### src/rtl/psum_glb_port_arb.sv
// Single-port psum GLB arbiter: read-priority scheduling with a buffered write path,
// read-after-write hazard blocking, forced drains and a tag-aligned read-return pipeline.
module psum_glb_port_arb #(
  parameter int unsigned DATA_W      = 16,
  parameter int unsigned ADDR_W      = 16,
  parameter int unsigned TAG_W       = 8,
  parameter int unsigned WFIFO_DEPTH = 4,
  parameter int unsigned RD_LAT      = 2,
  parameter int unsigned STARVE_LIM  = 8
) (
  input  logic                           i_clk,
  input  logic                           i_rst_n,
  input  logic                           i_rd_req,
  input  logic [ADDR_W-1:0]              i_rd_addr,
  input  logic [TAG_W-1:0]               i_rd_tag,
  output logic                           o_rd_ready,
  input  logic                           i_wr_req,
  input  logic [ADDR_W-1:0]              i_wr_addr,
  input  logic [DATA_W-1:0]              i_wr_data,
  output logic                           o_wr_ready,
  input  logic                           i_drain,
  output logic                           o_glb_re,
  output logic                           o_glb_we,
  output logic [ADDR_W-1:0]              o_glb_addr,
  output logic [DATA_W-1:0]              o_glb_wdata,
  input  logic [DATA_W-1:0]              i_glb_rdata,
  output logic                           o_rd_valid,
  output logic [DATA_W-1:0]              o_rd_data,
  output logic [TAG_W-1:0]               o_rd_tag,
  output logic [$clog2(WFIFO_DEPTH):0]   o_wfifo_cnt,
  output logic                           o_idle
);

  localparam int unsigned PtrW = $clog2(WFIFO_DEPTH);
  localparam int unsigned CntW = $clog2(WFIFO_DEPTH) + 1;
  localparam int unsigned StvW = $clog2(STARVE_LIM) + 1;

  typedef enum logic {StRdPri, StWrDrain} state_e;

  state_e            state_q, state_d;
  logic [PtrW-1:0]   wptr_q, wptr_d, rptr_q, rptr_d;
  logic [CntW-1:0]   cnt_q, cnt_d;
  logic [StvW-1:0]   starve_q, starve_d;
  logic [ADDR_W-1:0] fifo_addr_q [WFIFO_DEPTH];
  logic [DATA_W-1:0] fifo_data_q [WFIFO_DEPTH];
  logic [RD_LAT-1:0] ret_vld_q;
  logic [TAG_W-1:0]  ret_tag_q [RD_LAT];

  logic              wr_ready, push, pop, hz, rd_ready, glb_re, glb_we;
  logic [PtrW-1:0]   ent_off [WFIFO_DEPTH];

  // An entry is live when its distance from the read pointer is below the count.
  always_comb begin
    hz = 1'b0;
    for (int unsigned i = 0; i < WFIFO_DEPTH; i++) begin
      ent_off[i] = PtrW'(i) - rptr_q;
      if ((CntW'(ent_off[i]) < cnt_q) && (fifo_addr_q[i] == i_rd_addr)) begin
        hz = 1'b1;
      end
    end
  end

  always_comb begin
    wr_ready = (cnt_q < CntW'(WFIFO_DEPTH));
    push     = i_wr_req && wr_ready;
    rd_ready = 1'b0;
    glb_re   = 1'b0;
    glb_we   = 1'b0;
    unique case (state_q)
      StRdPri: begin
        rd_ready = !hz;
        glb_re   = i_rd_req && !hz;
        glb_we   = !glb_re && (cnt_q != '0);
      end
      StWrDrain: begin
        glb_we = (cnt_q != '0);
      end
      default: ;
    endcase
    pop    = glb_we;
    cnt_d  = cnt_q + CntW'(push) - CntW'(pop);
    wptr_d = push ? wptr_q + PtrW'(1) : wptr_q;
    rptr_d = pop ? rptr_q + PtrW'(1) : rptr_q;

    state_d = state_q;
    unique case (state_q)
      StRdPri: begin
        if ((cnt_d == CntW'(WFIFO_DEPTH)) || i_drain ||
            ((starve_q == StvW'(STARVE_LIM - 1)) && (cnt_q != '0))) begin
          state_d = StWrDrain;
        end
      end
      StWrDrain: begin
        if ((cnt_d == '0) && !i_drain) begin
          state_d = StRdPri;
        end
      end
      default: state_d = StRdPri;
    endcase

    if ((state_d != state_q) || glb_we) begin
      starve_d = '0;
    end else if ((state_q == StRdPri) && (cnt_q != '0)) begin
      starve_d = starve_q + StvW'(1);
    end else begin
      starve_d = starve_q;
    end
  end

  always_ff @(posedge i_clk or negedge i_rst_n) begin
    if (!i_rst_n) begin
      state_q  <= StRdPri;
      wptr_q   <= '0;
      rptr_q   <= '0;
      cnt_q    <= '0;
      starve_q <= '0;
    end else begin
      state_q  <= state_d;
      wptr_q   <= wptr_d;
      rptr_q   <= rptr_d;
      cnt_q    <= cnt_d;
      starve_q <= starve_d;
    end
  end

  // Storage needs no reset: liveness comes from the pointers and count.
  always_ff @(posedge i_clk) begin
    if (push) begin
      fifo_addr_q[wptr_q] <= i_wr_addr;
      fifo_data_q[wptr_q] <= i_wr_data;
    end
  end

  always_ff @(posedge i_clk or negedge i_rst_n) begin
    if (!i_rst_n) begin
      ret_vld_q <= '0;
      for (int unsigned i = 0; i < RD_LAT; i++) begin
        ret_tag_q[i] <= '0;
      end
    end else begin
      ret_vld_q[0] <= glb_re;
      ret_tag_q[0] <= glb_re ? i_rd_tag : '0;
      for (int unsigned i = 1; i < RD_LAT; i++) begin
        ret_vld_q[i] <= ret_vld_q[i-1];
        ret_tag_q[i] <= ret_tag_q[i-1];
      end
    end
  end

  assign o_rd_ready  = rd_ready;
  assign o_wr_ready  = wr_ready;
  assign o_glb_re    = glb_re;
  assign o_glb_we    = glb_we;
  assign o_glb_addr  = glb_re ? i_rd_addr : fifo_addr_q[rptr_q];
  assign o_glb_wdata = fifo_data_q[rptr_q];
  assign o_rd_valid  = ret_vld_q[RD_LAT-1];
  assign o_rd_tag    = ret_tag_q[RD_LAT-1];
  assign o_rd_data   = i_glb_rdata;
  assign o_wfifo_cnt = cnt_q;
  assign o_idle      = (cnt_q == '0) && (ret_vld_q == '0) && (state_q == StRdPri);

endmodule

### config.mk
export PLATFORM = sky130hd
export DESIGN_NAME = psum_glb_port_arb
export DESIGN_NICKNAME = d
export VERILOG_FILES = /design/src/rtl/psum_glb_port_arb.sv
export SDC_FILE = /design/constraint.sdc
export NUM_CORES = 1
export LEC_CHECK = 0
export ABC_AREA = 1
export BUFFER_PORTS_ARGS = -buffer_cell sky130_fd_sc_hd__buf_2
export CAP_MARGIN = 10
export CORE_UTILIZATION = 60
export DETAILED_ROUTE_END_ITERATION = 10
export PLACE_DENSITY = 0.85
export SLEW_MARGIN = 20
export SYNTH_ARGS = -nofsm -noshare
export SYNTH_HDL_FRONTEND = slang
export SYNTH_SLANG_ARGS = --single-unit
### constraint.sdc
create_clock -name i_clk -period 7.6 [get_ports i_clk]
set_input_delay 0.38 -clock i_clk [delete_from_list [all_inputs] [get_ports i_clk]]
set_output_delay 0.38 -clock i_clk [all_outputs]
set_load 0.01 [all_outputs]
Yosys cells after proc, flatten, opt, wreduce, memory -nomap -nowiden
Memory sizes are Yosys's and may differ from the RTL's.
Index checks and enable logic that the tools add are counted.
{"block": "word_totals", "register_bits": 30, "ram_bits": 128, "in_bits": 77, "output_inout_bits": 65, "word_cells": 71, "mem_count": 2}
{"block": "op_classes", "addsub": 9, "order_cmp": 5, "n_eq_ne": 7, "muxes": 16, "bitwise": 1, "n_reduce_logical": 23}
{"name": "fifo_addr_q", "depth": 4, "width": 16, "rd": 5, "rd_ports_with_merged_regs": 0, "wr": 1, "line": "44", "text": "logic [ADDR_W-1:0] fifo_addr_q [WFIFO_DEPTH];"}
{"name": "fifo_data_q", "depth": 4, "width": 16, "rd": 1, "rd_ports_with_merged_regs": 0, "wr": 1, "line": "45", "text": "logic [DATA_W-1:0] fifo_data_q [WFIFO_DEPTH];"}
{"op": "equality test 16 bit", "count": 4}
{"op": "two-way mux 16 bit", "count": 1}
{"op": "logical AND 1 bit", "count": 12}
{"op": "< comparator 2 x 3 -> 1 bit", "count": 4}
{"op": "two-way mux 1 bit", "count": 10}
{"op": "two-way mux 4 bit", "count": 2}
{"op": "two-way mux 8 bit", "count": 1}
{"op": "logical NOT 3 bit", "count": 2}
{"op": "adder 2 x 1 -> 2 bit (second input constant)", "count": 2}
{"op": "adder 4 x 1 -> 4 bit (second input constant)", "count": 1}
{"op": "equality test 4 x 3 -> 1 bit (second input constant)", "count": 1}
{"op": "one-hot mux 1 bit (2 select lines)", "count": 2}
{"op": "subtractor 1 x 2 -> 2 bit (first input constant)", "count": 2}
{"op": "subtractor 2 bit (first input constant)", "count": 2}
{"op": "adder 3 x 1 -> 3 bit", "count": 1}
{"op": "equality test 3 bit (second input constant)", "count": 1}
{"op": "logical NOT 1 bit", "count": 3}
{"op": "logical OR 1 bit", "count": 3}
{"op": "< comparator 3 bit (second input constant)", "count": 1}
{"op": "nonzero test 3 bit", "count": 1}
{"op": "subtractor 3 x 1 -> 3 bit", "count": 1}
{"op": "logical NOT 2 bit", "count": 1}
{"op": "nonzero test 2 bit", "count": 1}
{"op": "inequality test 1 bit", "count": 1}
{"op": "inverter 1 bit", "count": 1}

Logic depth before layout (Yosys ltp)
Gate-level depths: netlist of run 1.
{"block": "depth", "word_depth": 21, "ltp_mapped": 29, "depth_no_buf": 26}

Worst setup path before layout of run 1
No wires, ideal clock.
{"block": "synth_path", "path_kind": "register to register", "start": "register rptr_q[0]", "end": "register starve_q[0]", "setup_time_ns": 0.120, "arrival_ns": 3.802, "required_time_ns": 7.480, "path_slack_ns": 3.678, "path_stages_with_launch": 30, "n_path_buf": 3, "period_less_slack_ns": 3.922, "path_cell_list": "dfrtp_1 buf_6 inv_2 buf_6 nor2_1 inv_1 clkbuf_1 nand2_1 inv_1 ha_1 a21boi_0 o21ai_0 nand3_1 nor2_2 nor2_4 nand3_4 nand2_2 inv_1 ha_1 inv_1 ha_1 inv_1 fa_1 xnor2_1 xor2_1 nand2_1 nand3_1 a21oi_1 nand2_2 nor2_1"}
{"block": "synth_via", "elab_chain_cells": 21, "elab_cells_between_ends": 34, "cone_classes": "5 x add/sub; 4 x order compare; 2 x eq/ne; 9 x mux; 14 x reduce/logical"}
{"item": "from (decl)", "line": "41", "text": "logic [PtrW-1:0] wptr_q, wptr_d, rptr_q, rptr_d;"}
{"item": "from (signal assigned)", "line": "120", "text": "rptr_q <= rptr_d;"}
{"item": "subtractor 1 x 2 -> 2 bit", "line": "56", "text": "ent_off[i] = PtrW'(i) - rptr_q;"}
{"item": "< comparator 2 x 3 -> 1 bit", "line": "57", "text": "if ((CntW'(ent_off[i]) < cnt_q) && (fifo_addr_q[i] == i_rd_addr)) begin"}
{"item": "logical AND 1 bit", "line": "57"}
{"item": "two-way mux 1 bit (3 in a row)", "line": "57"}
{"item": "two-way mux 1 bit *", "line": "57"}
{"item": "logical NOT 1 bit *", "line": "72", "text": "glb_re = i_rd_req && !hz;"}
{"item": "logical AND 1 bit *", "line": "72"}
{"item": "logical NOT 1 bit *", "line": "73", "text": "glb_we = !glb_re && (cnt_q != '0);"}
{"item": "[... 2 more ...]"}
{"item": "named net o_glb_we", "line": "23", "text": "output logic o_glb_we,"}
{"item": "[... 1 more ...]"}
{"item": "named net cnt_d[2]", "line": "42", "text": "logic [CntW-1:0] cnt_q, cnt_d;"}
{"item": "equality test 3 bit", "line": "88", "text": "if ((cnt_d == CntW'(WFIFO_DEPTH)) || i_drain ||"}
{"item": "logical OR 1 bit (2 in a row)", "line": "88"}
{"item": "two-way mux 1 bit", "line": "88"}
{"item": "one-hot mux 1 bit (2 select lines) *", "line": "86", "text": "unique case (state_q)"}
{"item": "inequality test 1 bit *", "line": "101", "text": "if ((state_d != state_q) || glb_we) begin"}
{"item": "logical OR 1 bit *", "line": "101"}
{"item": "two-way mux 4 bit or nonzero test 2 bit (tied branches)"}
{"item": "to (signal assigned)", "line": "122", "text": "starve_q <= starve_d;"}
{"item": "to (decl)", "line": "43", "text": "logic [StvW-1:0] starve_q, starve_d;"}
Mark *: on every way through the listed nets, which the timed path passes. The rest lies on a longest branch.
A chain may end at the register's enable or synchronous reset.

Worst setup path after layout of run 1
{"block": "layout_path", "start": "register rptr_q[0]", "end": "register starve_q[3]"}
{"block": "layout_via", "elab_chain_cells": 21, "elab_cells_between_ends": 34, "cone_classes": "5 x add/sub; 4 x order compare; 2 x eq/ne; 9 x mux; 14 x reduce/logical"}
{"item": "subtractor 1 x 2 -> 2 bit", "line": "56"}
{"item": "< comparator 2 x 3 -> 1 bit", "line": "57"}
{"item": "logical AND 1 bit", "line": "57"}
{"item": "two-way mux 1 bit (3 in a row)", "line": "57"}
{"item": "two-way mux 1 bit *", "line": "57"}
{"item": "logical NOT 1 bit *", "line": "72"}
{"item": "logical AND 1 bit *", "line": "72"}
{"item": "logical NOT 1 bit *", "line": "73"}
{"item": "[... 3 more ...]"}
{"item": "named net cnt_d[2]", "line": "42"}
{"item": "equality test 3 bit", "line": "88"}
{"item": "logical OR 1 bit (2 in a row)", "line": "88"}
{"item": "two-way mux 1 bit", "line": "88"}
{"item": "one-hot mux 1 bit (2 select lines) *", "line": "86"}
{"item": "inequality test 1 bit *", "line": "101"}
{"item": "logical OR 1 bit *", "line": "101"}
{"item": "two-way mux 4 bit or nonzero test 2 bit (tied branches)"}
Marks and branches as above.

==> results of run 1 <==
[layout by cell type (no fill, tap or decap), drive strengths merged]
cell         netlist  final
diode              0      1
bufinv             0      2
o221ai             2      2
fa                 1      1
xnor2             32     32
nand4              7      7
clkbuf            13     17
ha                11     11
nor2              50     50
inv               82     88
clkinv             1      6
xor2               4      4
o22ai              6      6
dfrtp             30     30
o21ai             44     44
dlygate4sd3        0      1
mux2               1      1
nand2            159    159
o211ai             2      2
nor4               1      1
a21boi             2      2
a22oi             20     20
clkinvlp           0      2
nand3             63     63
edfxtp           128    128
buf               37    115
a21oi              9      9
[final cells by class]
type,count,area share [%]
clock buffers,17,4.928
multi-input cells,414,26.61
diodes,1,0.02899
well taps,168,2.435
repair buffers,116,7.333
clock inverters,15,1.841
inverters,83,3.609
flip-flops and latches,158,53.22
[registers in the layout, summed over array words and instances (netlist names)]
register,cells
wptr_q,2
ret_tag_q,8
o_rd_tag,8
starve_q,4
o_wfifo_cnt,3
state_q,1
fifo_addr_q,64
rptr_q,2
fifo_data_q,64
ret_vld_q,2
[what timing repair did]
action                                 CTS  global route
endpoints found under the hold margin   30             0
hold buffers                             1             0
resized for setup                        0             0
[power breakdown]
part / switching, W / internal [W]
logic: 0.000741 / 0.000388
clock network: 0.000347 / 0.000488
registers: 0.0000592 / 0.00107
total: 0.00115 / 0.00195
[final timing paths]
kind	start	end	slack (ns)	cells past startpoint
min in group asynchronous	i_rst_n	ret_tag_q[11]	0.52	2
worst min register to register	ret_tag_q[15]	o_rd_tag[7]	0.35	0
worst min-delay path	i_rd_tag[5]	ret_tag_q[13]	0.16	3
worst max-delay path	rptr_q[0]	starve_q[3]	2.12	26
max in group asynchronous	i_rst_n	o_rd_tag[6]	6.66	2
worst max register to register	rptr_q[0]	starve_q[3]	2.12	26
[critical path: cells and delay by family, from the launching register on]
family,cells,cell delay (ns)
XOR/XNOR,2,0.43
buffers and inverters,6,1.35
flip-flops,1,0.36
AO/OA/AOI/OAI,3,0.34
adder cells (fa/ha/maj),4,1.16
AND/OR/NAND/NOR,11,1.72
[per-layer routing]
metal  vias up  GRT usage [%]
li1       2511              -
met3        61          7.067
met5         -              0
met1      2517          32.83
met4         0          15.93
met2       262          47.76
[cell families after synthesis]
group,synth area share [%]
AO/OA/AOI/OAI,7.972
XOR/XNOR,4.203
adder cells (fa/ha/maj),2.101
buffers and inverters,8.572
flip-flops,61.24
multiplexers,0.1501
AND/OR/NAND/NOR,15.76
[through the flow]
step	instance area, µm²	utilization (%)	hold WS, ns
CTS	8583	70.87	0.1528
detailed placement	7989	65.96	0.3347
finish	8633	71.28	0.1641
global placement	7989	65.96	0.3329
global route	8633	71.28	0.1563
floorplan	7502	-	0.08441
==> run_results.csv, run 1 <==
group,metric,value,unit
critical_path,critical_path_class,"reg -> reg",
sta,relSlewSlack,26.84,%
cts,cts_post_setup_buffers_inserted,0,
logic_synthesis,syn_area_per_cell,10.64,µm²
global_route,grt_antenna_before_repair,1,
logic_synthesis,synth-edff-count,128,
sta,fin_ws,2.125,ns
layout,drive_gt1_share,24.66,%
logic_synthesis,synth-seq-cells,158,
layout,syn_to_final_growth,15.08,%
cts,clk_pin_slew,0.06,ns
logic_synthesis,syn-num-nets,794,
sta,rsz0062_at_grt,"false",
sta,setup_viol,0,
detailed_routing,wl,17140,µm
cts,cts_tree,"built",
min_path,min_path_type,"in -> reg",
critical_path,start_kind,"flip-flop",
detailed_routing,drcViolationCount,0,
floorplanning,initial_core_util,61.94,%
sta,timing.fmax,0.1826,GHz
pwr,p_total,0.003095,W
logic_synthesis,yosys-top-cells-count,"nand2_1, edfxtp_1, inv_1",
critical_path,cp_common_cell,"inv_1",
layout,layoutNonFillerInstCount,972,
logic_synthesis,synth-async-reset-ratio,18.99,%
detailed_routing,met2WireLength,8681,µm
layout,fillers,782,
logic_synthesis,synth_top_area_share,51.23,%
global_route,track_usage,28.15,%
cts,clockRootBuffer,"clkbuf_16",
cts,clockBufferDepth,2,
sta,tightest_slew,1.095,ns
detailed_routing,top_layer,"met4",
logic_synthesis,ys_seq_area_share,61.24,%
detailed_routing,drtIter0Drc,461,
logic_synthesis,ys_top_cells_by_area,"edfxtp_1, dfrtp_1, nand2_1, nand3_1, xnor2_1",
logic_synthesis,syn_area,7502,µm²
layout,multiInputGateArea,2297,µm²
cts,cts.sinks,158,
logic_synthesis,yosysMostFrequentCell,"nand2_1",
critical_path,critPathSlowestCell,"nand3_4",
detailed_routing,via_per_inst,5.505,
floorplanning,die_height,113.8,µm
global_route,grt_overflow_total,0,
logic_synthesis,yosysWarnings,0,
critical_path,required,7.91,ns
global_route,grt_first_pass_wirelength,26860,µm
sta,tns,0,ns
detailed_routing,vias,5351,
logic_synthesis,synth_cell_types,35,
critical_path,cp_max_fo,44,
detailed_routing,wl_met1,6391,µm
detailed_routing,met3_length,1450,µm
placed_design,io_buffers,109,
placed_design,place_congestion,0.8936,
placed_design,dp_slack,2.188,ns
cts,clkLatencyLatePin,0.42,ns
global_route,grt_max_degree,45,
placed_design,dpl.cell_count,936,
run_status,status,"finished, final reports clean",
pwr,leakage,3.683,nW
floorplanning,die_area,12960,µm²
cts,htree_levels,4,
critical_path,timing.critical_path.to_type,"flip-flop",
sta,layout_min_cycle_time,5.475,ns
detailed_routing,wl_per_cell,17.64,µm
logic_synthesis,ys.flop_type,"edfxtp_1",
placed_design,detailed_place_hpwl,10900,µm
sta,drv_slew,0,
sta,skew,0.007802,ns
layout,nNetsFinal,879,
global_route,grt_pass1_vias,5436,
cts,cts_buffers,17,
sta,hold_violations,0,
pwr,power_density,358.5,nW/µm²
floorplanning,coreArea,12110,µm²
critical_path,critical_path_arrival,5.78,ns
flow_run,maxCapViolCount,0,
detailed_routing,drtAntennaViolNets,0,
detailed_routing,dr.pass1.iters,5,
floorplanning,ioPinCount,142,
logic_synthesis,synth_cells,705,
pwr,ir_worst_vdd,0.2169,mV
logic_synthesis,yosysTopAreaCell,"edfxtp_1",
critical_path,max_stage_delay,0.52,ns
floorplanning,rows,40,
floorplanning,die_width,113.8,µm
layout,register_area,4594,µm²
sta,finalCritPeriodShare,72.04,%
Note: power is estimated with default switching activity, not from simulation.
==> run 2, diff against run 1 <==
--- a/config.mk
+++ b/config.mk
@@ -5,12 +5,12 @@
 export SDC_FILE = /design/constraint.sdc
 export NUM_CORES = 1
 export LEC_CHECK = 0
-export ABC_AREA = 1
+export ABC_AREA = 0
 export BUFFER_PORTS_ARGS = -buffer_cell sky130_fd_sc_hd__buf_2
 export CAP_MARGIN = 10
-export CORE_UTILIZATION = 60
+export CORE_UTILIZATION = 50
 export DETAILED_ROUTE_END_ITERATION = 10
-export PLACE_DENSITY = 0.85
+export PLACE_DENSITY = 0.76
 export SLEW_MARGIN = 20
 export SYNTH_ARGS = -nofsm -noshare
 export SYNTH_HDL_FRONTEND = slang
==> constraint.sdc (replaced) <==
create_clock -name i_clk -period 5 [get_ports i_clk]
set_input_delay 0.25 -clock i_clk [delete_from_list [all_inputs] [get_ports i_clk]]
set_output_delay 0.25 -clock i_clk [all_outputs]
set_load 0.01 [all_outputs]
==> run 2 against run 1 <==
Effect of this change:
- final area decreased by 3.8%
- register-to-register slack lost 1.3 ns
- sequential cell count stayed put
- count of clock-buffer cells in the layout increased by 4
- critical path depth down 6
- sequential share of layout area is 2.1 points higher
- area after synthesis shrank 3.7%
- largest power group unchanged
- worst hold slack lost 0.12 ns
- clock skew grew 0.0056 ns
- maximum frequency increased by 31%
- critical endpoint unchanged
==> run_results.csv, run 2 <==
group,metric,value,unit
logic_synthesis,ys_seq_area_share,63.57,%
layout,drive_gt1_share,37.27,%
pwr,leakage,3.173,nW
critical_path,required,5.33,ns
global_route,grt_first_pass_wirelength,22230,µm
detailed_routing,drtAntennaViolNets,0,
critical_path,critPathSlowestCell,"dfrtp_1",
sta,tns,0,ns
floorplanning,coreArea,13990,µm²
cts,cts.sinks,158,
placed_design,place_congestion,0.8475,
logic_synthesis,syn-num-nets,527,
floorplanning,die_width,122.2,µm
logic_synthesis,synth_cells,438,
cts,clockRootBuffer,"clkbuf_16",
global_route,grt_antenna_before_repair,1,
sta,tightest_slew,0.9682,ns
cts,clockBufferDepth,2,
sta,rsz0062_at_grt,"false",
global_route,grt_overflow_total,0,
cts,cts_tree,"built",
layout,final_cell_mix,"edfxtp_1, buf_2, xor2_1",
critical_path,critical_path_arrival,4.51,ns
logic_synthesis,synth_compound_area_share,1.472,%
layout,nNetsFinal,610,
cts,cts_buffers,17,
critical_path,max_stage_delay,0.56,ns
floorplanning,die_area,14940,µm²
pwr,power_density,539.0,nW/µm²
global_route,grt_max_degree,33,
critical_path,crit_chain,"inv_1, ha_1, a21oi_1, o21ai_0, nand3_1, o31ai_4, nor4_4, nor2_1, ha_1, inv_1, ha_1, inv_1, fa_1, xnor2_1, xnor2_1, nor2_1, mux2_2, nand2_1, o21ai_0, a31oi_1",
detailed_routing,vias,3930,
layout,final_area,8303,µm²
detailed_routing,dr.pass1.iters,4,
cts,cts_post_setup_buffers_inserted,0,
cts,clk_pin_slew,0.06,ns
placed_design,io_buffers,109,
logic_synthesis,syn_area_per_cell,16.50,µm²
cts,htree_levels,4,
critical_path,start_kind,"flip-flop",
detailed_routing,wl,14750,µm
logic_synthesis,synth-adder-area-share,2.181,%
sta,finalCritPeriodShare,83.66,%
floorplanning,initial_core_util,51.66,%
detailed_routing,drtIter0Drc,282,
logic_synthesis,yosysTopAreaCell,"edfxtp_1",
floorplanning,die_height,122.2,µm
detailed_routing,wl_per_cell,20.66,µm
floorplanning,rows,43,
logic_synthesis,yosys-top-cells-count,"edfxtp_1, xor2_1, mux4_2",
pwr,ir_worst_vdd,0.3612,mV
cts,holdBufCountCts,1,
sta,relSlewSlack,34.96,%
logic_synthesis,synth-edff-count,128,
logic_synthesis,yosysWarnings,0,
detailed_routing,drcViolationCount,0,
critical_path,timing.critical_path.to_type,"flip-flop",
logic_synthesis,syn_area,7227,µm²
placed_design,placed_area,7709,µm²
global_route,grt_pass1_vias,4133,
critical_path,critical_path_class,"reg -> reg",
logic_synthesis,synth_top_family_by_area,"multiplexers",
layout,biggestRegsByFlops,"fifo_addr_q x64, fifo_data_q x64",
logic_synthesis,yosysMostFrequentCell,"edfxtp_1",
flow_run,maxCapViolCount,0,
placed_design,detailed_place_hpwl,10070,µm
layout,register_area,4596,µm²
layout,final_common_cell,"edfxtp_1",
logic_synthesis,synth_cell_types,37,
global_route,track_usage,21.03,%
sta,skew,0.01338,ns
sta,layout_min_cycle_time,4.183,ns
logic_synthesis,synth_mux_area_share,13.54,%
layout,fillers,1055,
logic_synthesis,ys_top_cells_by_area,"edfxtp_1, dfrtp_1, mux4_2, xor2_1, mux2_4",
critical_path,cp_max_fo,9,
layout,multiInputGateArea,2242,µm²
sta,drv_slew,0,
cts,cts_resized,0,
sta,setup_viol,0,
layout,antenna_cells,0,
min_path,min_path_type,"in -> reg",
logic_synthesis,synth_top_area_share,53.19,%
run_status,status,"finished, final reports clean",
sta,timing.fmax,0.2391,GHz
layout,syn_to_final_growth,14.89,%
logic_synthesis,synth-async-reset-ratio,18.99,%
cts,clkLatencyLatePin,0.42,ns
critical_path,r2r_setup_slack,0.82,ns
logic_synthesis,synthXorXnorAreaFrac,8.483,%
logic_synthesis,yosys.area_share.simple,5.315,%
sta,hold_violations,0,
floorplanning,ioPinCount,142,
detailed_routing,via_per_inst,5.504,
logic_synthesis,synth-seq-cells,158,
logic_synthesis,ys.flop_type,"edfxtp_1",
## run 2: cell types whose count changed after synthesis, moves of 13 or more
cell	before	now
nand3_1	62	2
inv_1	69	11
a22oi_1	20	1
nor2_1	46	9
mux4_2	0	32
o21ai_2	25	0
nand2_1	157	11
xor2_1	4	49
o21ai_0	18	3
mux2_4	0	15
nor4_1	1	14
inv_2	13	0
## run 2: power by group
part	switching [W]	leakage (nW)	internal, W
registers	0.000130	1.56	0.00163
clock network	0.000488	0.271	0.000781
logic	0.000748	1.34	0.000697
total	0.00137	3.17	0.00311
## run 2: final cells by class
cell class,instances,share of cell area [%]
Inverter,11,0.4973
Sequential cell,158,55.35
Clock inverter,11,1.718
Multi-Input combinational cell,215,27.00
Clock buffer,21,5.304
Timing Repair Buffer,118,7.414
Tap cell,180,2.712
## run 2: critical path: cells and delay by family (launching register included)
kind            cells  cell delay [ns]
compound gates      5             0.92
buf+inv             3             0.23
mux                 1             0.27
xor+xnor            2             0.44
simple gates        5             0.59
fa+ha+maj           4             1.09
flops               1             0.56
## run 2: cells by family after synthesis
family          Yosys count
mux                      50
fa+ha+maj                12
flops                   158
buf+inv                  65
compound gates           16
simple gates             67
xor+xnor                 70
## run 2: final timing paths
| path | from | to | depth (start not counted) |
|---|---|---|---|
| worst min-delay path | i_rd_tag[4] | ret_tag_q[12] | 2 |
| min in group asynchronous | i_rst_n | o_rd_tag[7] | 2 |
| worst max register to register | rptr_q[1] | starve_q[3] | 20 |
| worst min register to register | ret_tag_q[8] | o_rd_tag[0] | 0 |
| worst max-delay path | rptr_q[1] | starve_q[3] | 20 |
| max in group asynchronous | i_rst_n | rptr_q[0] | 2 |
## run 2: routing by layer
| layer | part of all wire, % | wire [µm] | GRT usage [%] |
|---|---|---|---|
| met1 | 40 | 5912 | 25.81 |
| met2 | 50 | 7422 | 34.73 |
| met3 | 7.8 | 1145 | 7.156 |
| met4 | 1.8 | 262 | 7.317 |
| met5 | 0.075 | 11 | 0 |
## run 2: per-stage QoR
| stage | hold slack, ns | instances | total power (W) | util (%) | setup WS, ns |
|---|---|---|---|---|---|
| final | 0.03927 | 714 | 0.004475 | 59.36 | 0.8170 |
| after global routing | 0.02984 | 714 | 0.004696 | 59.36 | 0.4522 |
| after detailed placement | 0.3264 | 681 | 0.003243 | 55.11 | 0.8962 |
| after CTS | 0.02350 | 714 | 0.004519 | 59.35 | 0.8437 |
| after floorplan | -0.04559 | 438 | 0.002786 | - | 0.3747 |
| after global placement | 0.3102 | 681 | 0.003198 | 55.10 | 1.107 |
==> run 3, diff against run 2 <==
==> constraint.sdc (replaced) <==
create_clock -name i_clk -period 3.5 [get_ports i_clk]
set_input_delay 0.175 -clock i_clk [delete_from_list [all_inputs] [get_ports i_clk]]
set_output_delay 0.175 -clock i_clk [all_outputs]
set_load 0.01 [all_outputs]
==> run 3 against run 2 <==
Effect of this change:
- the flow now finishes with violations (setup timing)
- count of clock-buffer cells in the layout grew 4
- global-route usage grew 1.1 points
- sequential power grew 39%
- combinational power grew 69%
- critical path depth is the same
- clock power grew 44%
- final area grew 7.5%
- final cell count grew 8.0%
- sequential share of layout area shrank 3.9 points
- die area is the same
- wire length grew 3.4%
- highest routed layer unchanged
==> run_results.csv, run 3 (synthesized netlist as in run 2, its figures left out) <==
group,metric,value,unit
pwr,leakage,3.473,nW
sta,fin_ws,-0.03076,ns
layout,antenna_cells,0,
critical_path,cp_max_fo,4,
floorplanning,die_area,14940,µm²
floorplanning,die_height,122.2,µm
pwr,power_density,754.4,nW/µm²
floorplanning,die_width,122.2,µm
cts,cts_buffers,17,
sta,setup_viol,1,
global_route,grt_antenna_before_repair,1,
cts,clockRootBuffer,"clkbuf_16",
global_route,grt_first_pass_wirelength,23490,µm
detailed_routing,drtIter0Drc,284,
run_status,status,"finished with violations",
layout,fillers,1012,
sta,hold_violations,0,
layout,drive_gt1_share,38.92,%
critical_path,critical_path_arrival,3.86,ns
sta,drv_slew,0,
sta,rsz0062_at_grt,"true",
detailed_routing,via_per_inst,5.348,
sta,finalCritPeriodShare,100.9,%
floorplanning,coreArea,13990,µm²
critical_path,start_kind,"flip-flop",
global_route,grt_max_degree,33,
detailed_routing,drtAntennaViolNets,0,
pwr,p_total,0.006735,W
detailed_routing,drcViolationCount,0,
global_route,grt_pass1_vias,4395,
detailed_routing,wl_per_cell,19.79,µm
cts,clkLatencyLatePin,0.42,ns
cts,clockBufferDepth,2,
critical_path,r2r_setup_slack,-0.03,ns
critical_path,required,3.83,ns
layout,final_area,8929,µm²
sta,tightest_slew,0.9490,ns
floorplanning,rows,43,
detailed_routing,dr.pass1.iters,5,
layout,nNetsFinal,667,
sta,tns,-0.03076,ns
cts,cts.sinks,158,
global_route,grt_overflow_total,0,
placed_design,place_congestion,0.8116,
placed_design,io_buffers,109,
detailed_routing,wl,15260,µm
detailed_routing,vias,4123,
sta,relSlewSlack,36.73,%
placed_design,dp_slack,-0.1981,ns
floorplanning,ioPinCount,142,
min_path,min_path_type,"in -> reg",
sta,timing.fmax,0.2832,GHz
cts,htree_levels,4,
layout,syn_to_final_growth,23.55,%
layout,final_cell_mix,"edfxtp_1, buf_2, xor2_1",
sta,layout_min_cycle_time,3.531,ns
flow_run,maxCapViolCount,0,
run_status,failed_checks,"setup timing",
placed_design,placed_area,7846,µm²
global_route,track_usage,22.14,%
sta,skew,0.006809,ns
layout,final_common_cell,"edfxtp_1",
placed_design,detailed_place_hpwl,9934,µm
cts,cts_tree,"built",
critical_path,critical_path_class,"reg -> reg",
critical_path,timing.critical_path.to_type,"flip-flop",
cts,clk_pin_slew,0.06,ns
floorplanning,initial_core_util,51.66,%
layout,biggestRegsByFlops,"fifo_addr_q x64, fifo_data_q x64",
pwr,ir_worst_vdd,0.4512,mV
[run 3: cell types whose count changed in the layout (fill, tap and decap cells not counted), sizes merged]
cell and change:
dlygate4sd3 +41, clkbuf +4, clkinvlp -4, buf +16
[run 3: per-layer routing]
layer	share of wire [%]	global-route usage [%]	vias up
li1	-	-	1881
met4	1.1	7.470	2
met1	41	27.85	2073
met3	6.6	6.320	21
met2	51	36.87	146
met5	0.066	0	-
[run 3: layout make-up]
type / count / area, µm² / area share [%]
sequential: 158 / 4597 / 51.49
timing repair buffer: 175 / 1146 / 12.84
clock buffer: 25 / 475.5 / 5.325
inverter: 11 / 41.29 / 0.4624
multi-input combinational: 215 / 2330 / 26.09
tap: 180 / 225.2 / 2.522
clock inverter: 7 / 113.9 / 1.275
[run 3: metrics by stage]
step / cells / util (%) / hold slack, ns
final: 771 / 63.83 / 0.2199
after CTS: 771 / 63.67 / 0.2086
after detailed placement: 693 / 56.09 / 0.2354
after global routing: 771 / 63.83 / 0.2601
after global placement: 693 / 56.09 / 0.2194
after floorplan: 438 / - / -0.1206
[run 3: report_power, final]
| part | leakage [nW] | internal (W) | total (W) | switching [W] |
|---|---|---|---|---|
| clock | 0.289 | 0.00116 | 0.00183 | 0.000676 |
| combinational | 1.63 | 0.00120 | 0.00245 | 0.00125 |
| sequential | 1.56 | 0.00233 | 0.00245 | 0.000121 |
| total | 3.47 | 0.00469 | 0.00674 | 0.00204 |
[run 3: critical path, stage by stage (launching register included)]
cell	delay, ns
dfrtp_2	0.40
inv_1	0.07
ha_1	0.30
a21oi_1	0.04
o21ai_0	0.18
nand3_1	0.18
o31ai_4	0.24
nor4_4	0.08
nor2_2	0.10
ha_1	0.23
inv_1	0.06
ha_2	0.15
inv_1	0.05
fa_2	0.36
xnor2_2	0.16
xnor2_2	0.20
nor2_1	0.07
mux2_4	0.27
nand2_4	0.08
o21ai_4	0.07
a31oi_1	0.17
[run 3: timing repair]
item	CTS	global route
hold buffers	42	0
pin swaps	5	0
setup buffers	4	0
hold endpoints to repair	167	0
resized for setup	4	5
endpoints found under the setup margin	4	4
[run 3: worst paths after layout]
kind	start	cells past startpoint	to
min	i_wr_req	4	wptr_q[0]
min reg2reg	ret_tag_q[9]	0	o_rd_tag[1]
max reg2reg	rptr_q[1]	20	starve_q[3]
max	rptr_q[1]	20	starve_q[3]
max in group asynchronous	i_rst_n	2	rptr_q[0]
min in group asynchronous	i_rst_n	2	ret_tag_q[8]
